<file path="src/rtl/ov7670_cfg_sequencer.sv">
// OV7670 register configuration sequencer: walks a register ROM through the SCCB
// master after power-up, then arbitrates run-time user register writes onto it.
module ov7670_cfg_sequencer #(
    parameter int         CLOCK_FREQ = 12000000,
    parameter logic [7:0] SLAVE_ID   = 8'h42,
    parameter int         ROM_AW     = 8,
    parameter int         POWERUP_MS = 10,
    parameter bit         AUTO_START = 1'b1
) (
    input  logic              clk,
    input  logic              n_rst,
    input  logic              start,
    output logic [ROM_AW-1:0] rom_addr,
    input  logic [15:0]       rom_data,
    input  logic              user_req,
    input  logic [7:0]        user_addr,
    input  logic [7:0]        user_data,
    output logic              user_ack,
    output logic              sccb_req,
    output logic [23:0]       sccb_send_data,
    input  logic              sccb_busy,
    output logic              init_done,
    output logic              seq_active,
    output logic [3:0]        fsm_state
);

    // Handshakes: sccb_req is held (with sccb_send_data stable) until sccb_busy is
    // sampled high; the transfer ends when sccb_busy is sampled low. user_req is a
    // level held with stable addr/data until the one-cycle user_ack.
    typedef enum logic [3:0] {
        S_IDLE, S_POWERUP, S_FETCH, S_DECODE, S_REQ,
        S_WAITB, S_DELAY, S_DONE, S_UREQ, S_UWAIT
    } state_t;

    localparam logic [31:0]       TICKS_PER_MS = 32'(CLOCK_FREQ / 1000);
    localparam logic [31:0]       PU_TICKS     = 32'(POWERUP_MS * (CLOCK_FREQ / 1000));
    localparam logic [ROM_AW-1:0] LAST_ADDR    = {ROM_AW{1'b1}};

    state_t            state, state_n;
    logic [ROM_AW-1:0] rom_addr_n;
    logic [23:0]       send_n;
    logic [31:0]       tick_cnt, tick_n;
    logic [7:0]        ms_cnt, ms_n;
    logic              ack_n;
    logic              start_pend, pend_n;
    logic              advance;

    always_ff @(posedge clk or negedge n_rst) begin
        if (!n_rst) begin
            state          <= S_IDLE;
            rom_addr       <= '0;
            sccb_send_data <= '0;
            tick_cnt       <= '0;
            ms_cnt         <= '0;
            user_ack       <= 1'b0;
            start_pend     <= 1'b0;
        end else begin
            state          <= state_n;
            rom_addr       <= rom_addr_n;
            sccb_send_data <= send_n;
            tick_cnt       <= tick_n;
            ms_cnt         <= ms_n;
            user_ack       <= ack_n;
            start_pend     <= pend_n;
        end
    end

    always_comb begin
        state_n    = state;
        rom_addr_n = rom_addr;
        send_n     = sccb_send_data;
        tick_n     = tick_cnt;
        ms_n       = ms_cnt;
        ack_n      = 1'b0;
        pend_n     = start_pend;
        advance    = 1'b0;
        case (state)
            S_IDLE: begin
                if (AUTO_START || start) begin
                    state_n = S_POWERUP;
                    tick_n  = '0;
                end
            end
            S_POWERUP: begin
                if (tick_cnt + 32'd1 >= PU_TICKS) begin
                    tick_n     = '0;
                    rom_addr_n = '0;
                    state_n    = S_FETCH;
                end else begin
                    tick_n = tick_cnt + 32'd1;
                end
            end
            S_FETCH: state_n = S_DECODE;
            S_DECODE: begin
                if (rom_data == 16'hFFFF) begin
                    state_n = S_DONE;
                end else if (rom_data[15:8] == 8'hFE) begin
                    ms_n    = rom_data[7:0];
                    tick_n  = '0;
                    state_n = S_DELAY;
                end else begin
                    send_n  = {SLAVE_ID, rom_data};
                    state_n = S_REQ;
                end
            end
            S_REQ: begin
                if (sccb_busy) state_n = S_WAITB;
            end
            S_WAITB: begin
                if (!sccb_busy) advance = 1'b1;
            end
            S_DELAY: begin
                // The final millisecond advances on its last tick, so a delay of N ms
                // occupies exactly N*TICKS_PER_MS cycles; N=0 passes straight through.
                if (ms_cnt == 8'd0) begin
                    advance = 1'b1;
                end else if (tick_cnt + 32'd1 >= TICKS_PER_MS) begin
                    tick_n = '0;
                    ms_n   = ms_cnt - 8'd1;
                    if (ms_cnt == 8'd1) advance = 1'b1;
                end else begin
                    tick_n = tick_cnt + 32'd1;
                end
            end
            S_DONE: begin
                if (start || start_pend) begin
                    state_n = S_POWERUP;
                    tick_n  = '0;
                    pend_n  = 1'b0;
                end else if (user_req && !user_ack) begin
                    send_n  = {SLAVE_ID, user_addr, user_data};
                    state_n = S_UREQ;
                end
            end
            S_UREQ: begin
                if (start) pend_n = 1'b1;
                if (sccb_busy) state_n = S_UWAIT;
            end
            S_UWAIT: begin
                if (start) pend_n = 1'b1;
                if (!sccb_busy) begin
                    ack_n   = 1'b1;
                    state_n = S_DONE;
                end
            end
            default: state_n = S_IDLE;
        endcase
        // Running off the end of the ROM acts as an implicit END entry.
        if (advance) begin
            if (rom_addr == LAST_ADDR) begin
                state_n = S_DONE;
            end else begin
                rom_addr_n = rom_addr + 1'b1;
                state_n    = S_FETCH;
            end
        end
    end

    assign sccb_req   = (state == S_REQ) || (state == S_UREQ);
    assign init_done  = (state == S_DONE) || (state == S_UREQ) || (state == S_UWAIT);
    assign seq_active = (state == S_POWERUP) || (state == S_FETCH) || (state == S_DECODE) ||
                        (state == S_REQ) || (state == S_WAITB) || (state == S_DELAY);
    assign fsm_state  = state;

endmodule
</file>
<file path="config.mk">
export PLATFORM = sky130hd
export DESIGN_NAME = ov7670_cfg_sequencer
export DESIGN_NICKNAME = d
export VERILOG_FILES = /design/src/rtl/ov7670_cfg_sequencer.sv
export SDC_FILE = /design/constraint.sdc
export NUM_CORES = 1
export LEC_CHECK = 0
export CORE_ASPECT_RATIO = 0.9
export CORE_UTILIZATION = 31
export DETAILED_ROUTE_END_ITERATION = 8
export MAX_ROUTING_LAYER = met4
export PLACE_DENSITY = 0.51
export SYNTH_ARGS = -nofsm -noshare
export SYNTH_HDL_FRONTEND = slang
export SYNTH_SLANG_ARGS = --single-unit
</file>
<file path="constraint.sdc">
create_clock -name clk -period 8.2 [get_ports clk]
set_input_delay 2.46 -clock clk [delete_from_list [all_inputs] [get_ports clk]]
set_output_delay 2.46 -clock clk [all_outputs]
set_load 0.02 [all_outputs]
</file>
[Word level (Yosys, flattened, before mapping)]
Cells that the tools add are included.
Operators by class
  add/subtract/negate cells: 3
  magnitude comparators: 2
  equal/unequal tests: 28
  multiplexer cells: 41
  reduce and logical (&&, ||, !) cells: 24
Operator list (count)
  $mux 32: 6
  $pmux 32 s5: 1
  $mux 24: 4
  $mux 8: 8
  $pmux 24 s2: 1
  $pmux 4 s9: 1
  $add 32x1->32 const B: 1
  $ge 32x14->1 const B: 1
  $ge 32x17->1 const B: 1
  $mux 4: 7
  $eq 16x16->1 const B: 1
  $eq 4x3->1 const B: 4
  $eq 8x8->1 const B: 2
  $ne 2x2->1 const B: 8
  $pmux 8 s2: 1
  $reduce_and 5->1: 3
  $ne 3x3->1 const B: 4
  $logic_or 1x1->1: 9
  $add 8x1->8 const B: 1
  $eq 4x2->1 const B: 2
  $eq 4x4->1 const B: 2
  $eq 8x1->1 const B: 1
  $logic_not 8->1: 1
  $sub 8x1->8 const B: 1
  other kinds (15): 27
Word-level totals
  register bits: 78
  input port bits: 37
  output and inout bits: 40
  word-level logic and storage cells: 105

[Logic depth before layout (Yosys ltp)]
  depth in word-level cells: 7
  mapped depth: 11
  gate-level depth less buffers: 9

[Worst setup path before layout]
No wires, ideal clock.
  path type: register -> output
  start: reg state[0] (netlist: fsm_state[0])
  end: out init_done
  data arrival time: 2069 ps
  data required time: 5740 ps
  slack: 3671 ps
  stages on the path, launching flop included: 6
  path buffers: 2
  path through: dfrtp_1 inv_1 or3_1 clkbuf_1 buf_1 o21ai_0
On the way
  cells in the longest elaborated chain, start to end: 3
  elaborated cells between the ends (all ways): 5
  classes of those cells: eq/ne (3); reduce/logical (2)
RTL lines
  start, declared: RTL line 39  | state_t state, state_n;
  start signal, assigned: RTL line 58  | state <= state_n;
  $eq 4x3->1 or $eq 4x4->1 (tied branches): RTL line 160  | assign init_done = (state == S_DONE) || (state == S_UREQ) || (state == S_UWAIT);
  $logic_or 1x1->1: RTL line 160
  $logic_or 1x1->1 *: RTL line 160
  end, declared: RTL line 22  | output logic init_done,
Every way passes the cells marked *; elsewhere a longest branch is shown, timed or not.

[Worst setup path in the final report]
  start: reg state[2] (netlist: fsm_state[2])
  end: out init_done
Same word-level chain as after synthesis.

==> flow_metrics.tcl <==
set metrics [dict create \
    dp_cells 768 \
    critical_path_class "reg2out" \
    yosysUniqueCellTypes 72 \
    avgViaCountPerCell 5.52 \
    drt_pass1_iterations 5 \
    ir_drop_uv 101 \
    min_path_cells 2 \
    synth_top_area_share_pct 38.0 \
    die-area_um2 15600 \
    p_per_area_nw_per_um2 144 \
    synth_area_um2 4670 \
    synthFlopType "dfrtp_1" \
    io_buffers 70 \
    io_pins 77 \
    core_area_um2 14700 \
    worstPathMaxFanout 20 \
    clk_latency_ns 0.34 \
    htreeDepth 3 \
    cts_root_buf "clkbuf_16" \
    period_needed_ns 5.45 \
    reg2reg_to "tick_cnt[0]$_DFFE_PN0P_" \
    async_flop_share_pct 100 \
    cts_resized 0 \
    grt_max_degree 72 \
    hold_viol_final 0 \
    n_antenna_cell 0 \
    maxCapViolations 0 \
    via_count 4328 \
    start_util_pct 31.7 \
    dieHeight_um 118 \
    setup_viol 0 \
    place_hpwl_mm 8.99 \
    hold_buffers 0 \
    synth_top_area_cell "dfrtp_1" \
    wire_per_inst_um 16.5 \
    maxSlewHeadroom_pct 27.7 \
    hp-start "sccb_send_data[8]$_DFFE_PN0P_" \
    ant_nets 0 \
    synth-edff-count 0 \
    grt_pass1_vias 4008 \
    hold_ws_ns 0.479 \
    initialDrtViolationCount 289 \
    ys_seq_area_share_pct 38.0 \
    grt_pass1_wl_mm 21.4 \
    path_clk_slew_ns 0.06 \
    tritoncts "built" \
    crit_path_end_kind "primary output" \
    synth_cells 532 \
    gp_congestion 0.812 \
    ys_seq_elements 71 \
    setup_tns_ns 0 \
    cp_data_required_time_ns 5.74 \
    fin_skew_ns 0.00540 \
    cts_buffers 9 \
    track_usage_pct 17.7 \
    rows 42 \
    clockBufferDepth 2 \
    min_to "sccb_send_data[8]$_DFFE_PN0P_" \
    r2r_setup_slack_ns 4.05 \
    r2r_cells 8 \
    yosys_warnings 0 \
    routed_wl_mm 12.9 \
    die_w_um 131 \
    tightest_slew_ns 1.08 \
    layoutNonFillerInstCount 784 \
    run_status "finished clean" \
    rsz0062_at_grt "false" \
    cts_sinks 71 \
    fin_nets 623 \
    r2r-start "tick_cnt[6]$_DFFE_PN0P_" \
    postCtsSetupRepairBufs 0 \
    p_leak_uw 0.00243 \
    cp.arrival_ns 2.99 \
    clock.fmax_mhz 183 \
    antenna_found_initial 0 \
    hold_class "reg2reg" \
    synthToLayoutAreaGrowth_pct 24.1 \
    overflow 0 \
    start_kind "register" \
    final.period_utilization_pct 66.5 \
    drc 0 \
    synthTopCellsByArea "dfrtp_1, mux2i_1, o21ai_0" \
    drive_above_1_share_pct 7.68 \
    slew_violations 0 \
    fin_util_pct 39.4 \
    synth_area_per_cell_um2 8.78 \
    p_total_uw 837 \
]
-- logic make-up after synthesis --
family                     count (synthesis)  synth area share [%]
buffers and inverters                     58                  5.33
adders and majority gates                  5                  1.34
other                                      1                0.0803
DFF                                       71                  38.0
AOI/OAI and AO/OA                        143                  21.8
muxes                                     23                  5.06
xor gates and xnor gates                   9                  1.69
and+or+nand+nor                          222                  26.7
-- state kept, by name, indices dropped and copies added (netlist names) --
register        flops
fsm_state           4
ms_cnt              8
rom_addr            8
sccb_send_data     17
start_pend          1
tick_cnt           32
user_ack            1
-- placed cells by master (no fill, tap or decap), drive strengths merged, types with 13 or more instances in the layout --
cell           instances
o22ai                 13
nor4                  14
nor2                  25
nor3                  18
mux2i                 21
nand4                 18
dfrtp                 71
inv                   19
a21oi                 14
and2                  18
nand2                 45
a31oi                 16
clkdlybuf4s50         69
o21ai                 41
nand3                 37
-- synth_stat cells, drive strengths merged (3+ instances only) --
master	count
a211oi	9
a21o	3
a21oi	14
a221o	5
a2bb2oi	7
a311o	3
a311oi	4
a31oi	16
and2	18
and3	5
and4	4
buf	16
clkbuf	23
dfrtp	71
ha	5
inv	19
mux2i	21
nand2	45
nand2b	11
nand3	37
nand4	18
nor2	25
nor2b	5
nor3	18
nor4	14
o21a	3
o21ai	41
o22ai	13
o31ai	6
or2	6
or3	5
or4	4
xnor2	5
xor2	4
-- metrics by stage --
step / area, um^2 / setup WS [ns]
floorplan: 4690 / 3.67
global placement: 5470 / 3.09
detailed placement: 5470 / 3.09
CTS: 5800 / 2.74
global route: 5800 / 2.57
finish: 5800 / 2.75
-- routing by layer --
metal | vias up | share of wire [%] | GRT usage, %
li1 | 2098 | - | -
met1 | 2079 | 52 | 25.8
met2 | 142 | 42 | 24.1
met3 | 9 | 5.6 | 4.42
met4 | 0 | 0.98 | 4.22
met5 | - | 0 | -
-- power by group --
group	leakage, uW	internal, uW	total [uW]	switching [uW]
Sequential	0.000942	355	357	2.16
Combinational	0.00132	26.7	53.7	27.0
Clock	0.000162	273	426	153
-- final cells by class --
type	instances	area, um^2
fill	1461	8920
multi-input combinational	408	2670
sequential	71	1780
timing repair buffer	72	711
tap	198	248
clock buffer	10	239
clock inverter	6	83.8
inverter	19	71.3
-- worst max path at each step --
stage                        startpoint                       to  slack, ns  cells past startpoint
4_1_cts        fsm_state[2]$_DFFE_PN0P_                init_done       2.74                      4
5_1_grt        fsm_state[2]$_DFFE_PN0P_                init_done       2.57                      4
3_3_place_gp   fsm_state[2]$_DFFE_PN0P_                init_done       3.09                      4
3_5_place_dp               rom_data[10]  tick_cnt[7]$_DFFE_PN0P_       3.09                     10
2_1_floorplan  fsm_state[0]$_DFFE_PN0P_                init_done       3.67                      5
6_report       fsm_state[2]$_DFFE_PN0P_                init_done       2.75                      4
-- critical path, stage by stage, from the launching register on --
cell and delay, ns:
dfrtp_1 0.70, nand2b_1 0.26, or3_1 0.80, o21ai_0 0.22
clkdlybuf4s50_1 0.67
Power figures use the tool's default switching activity.
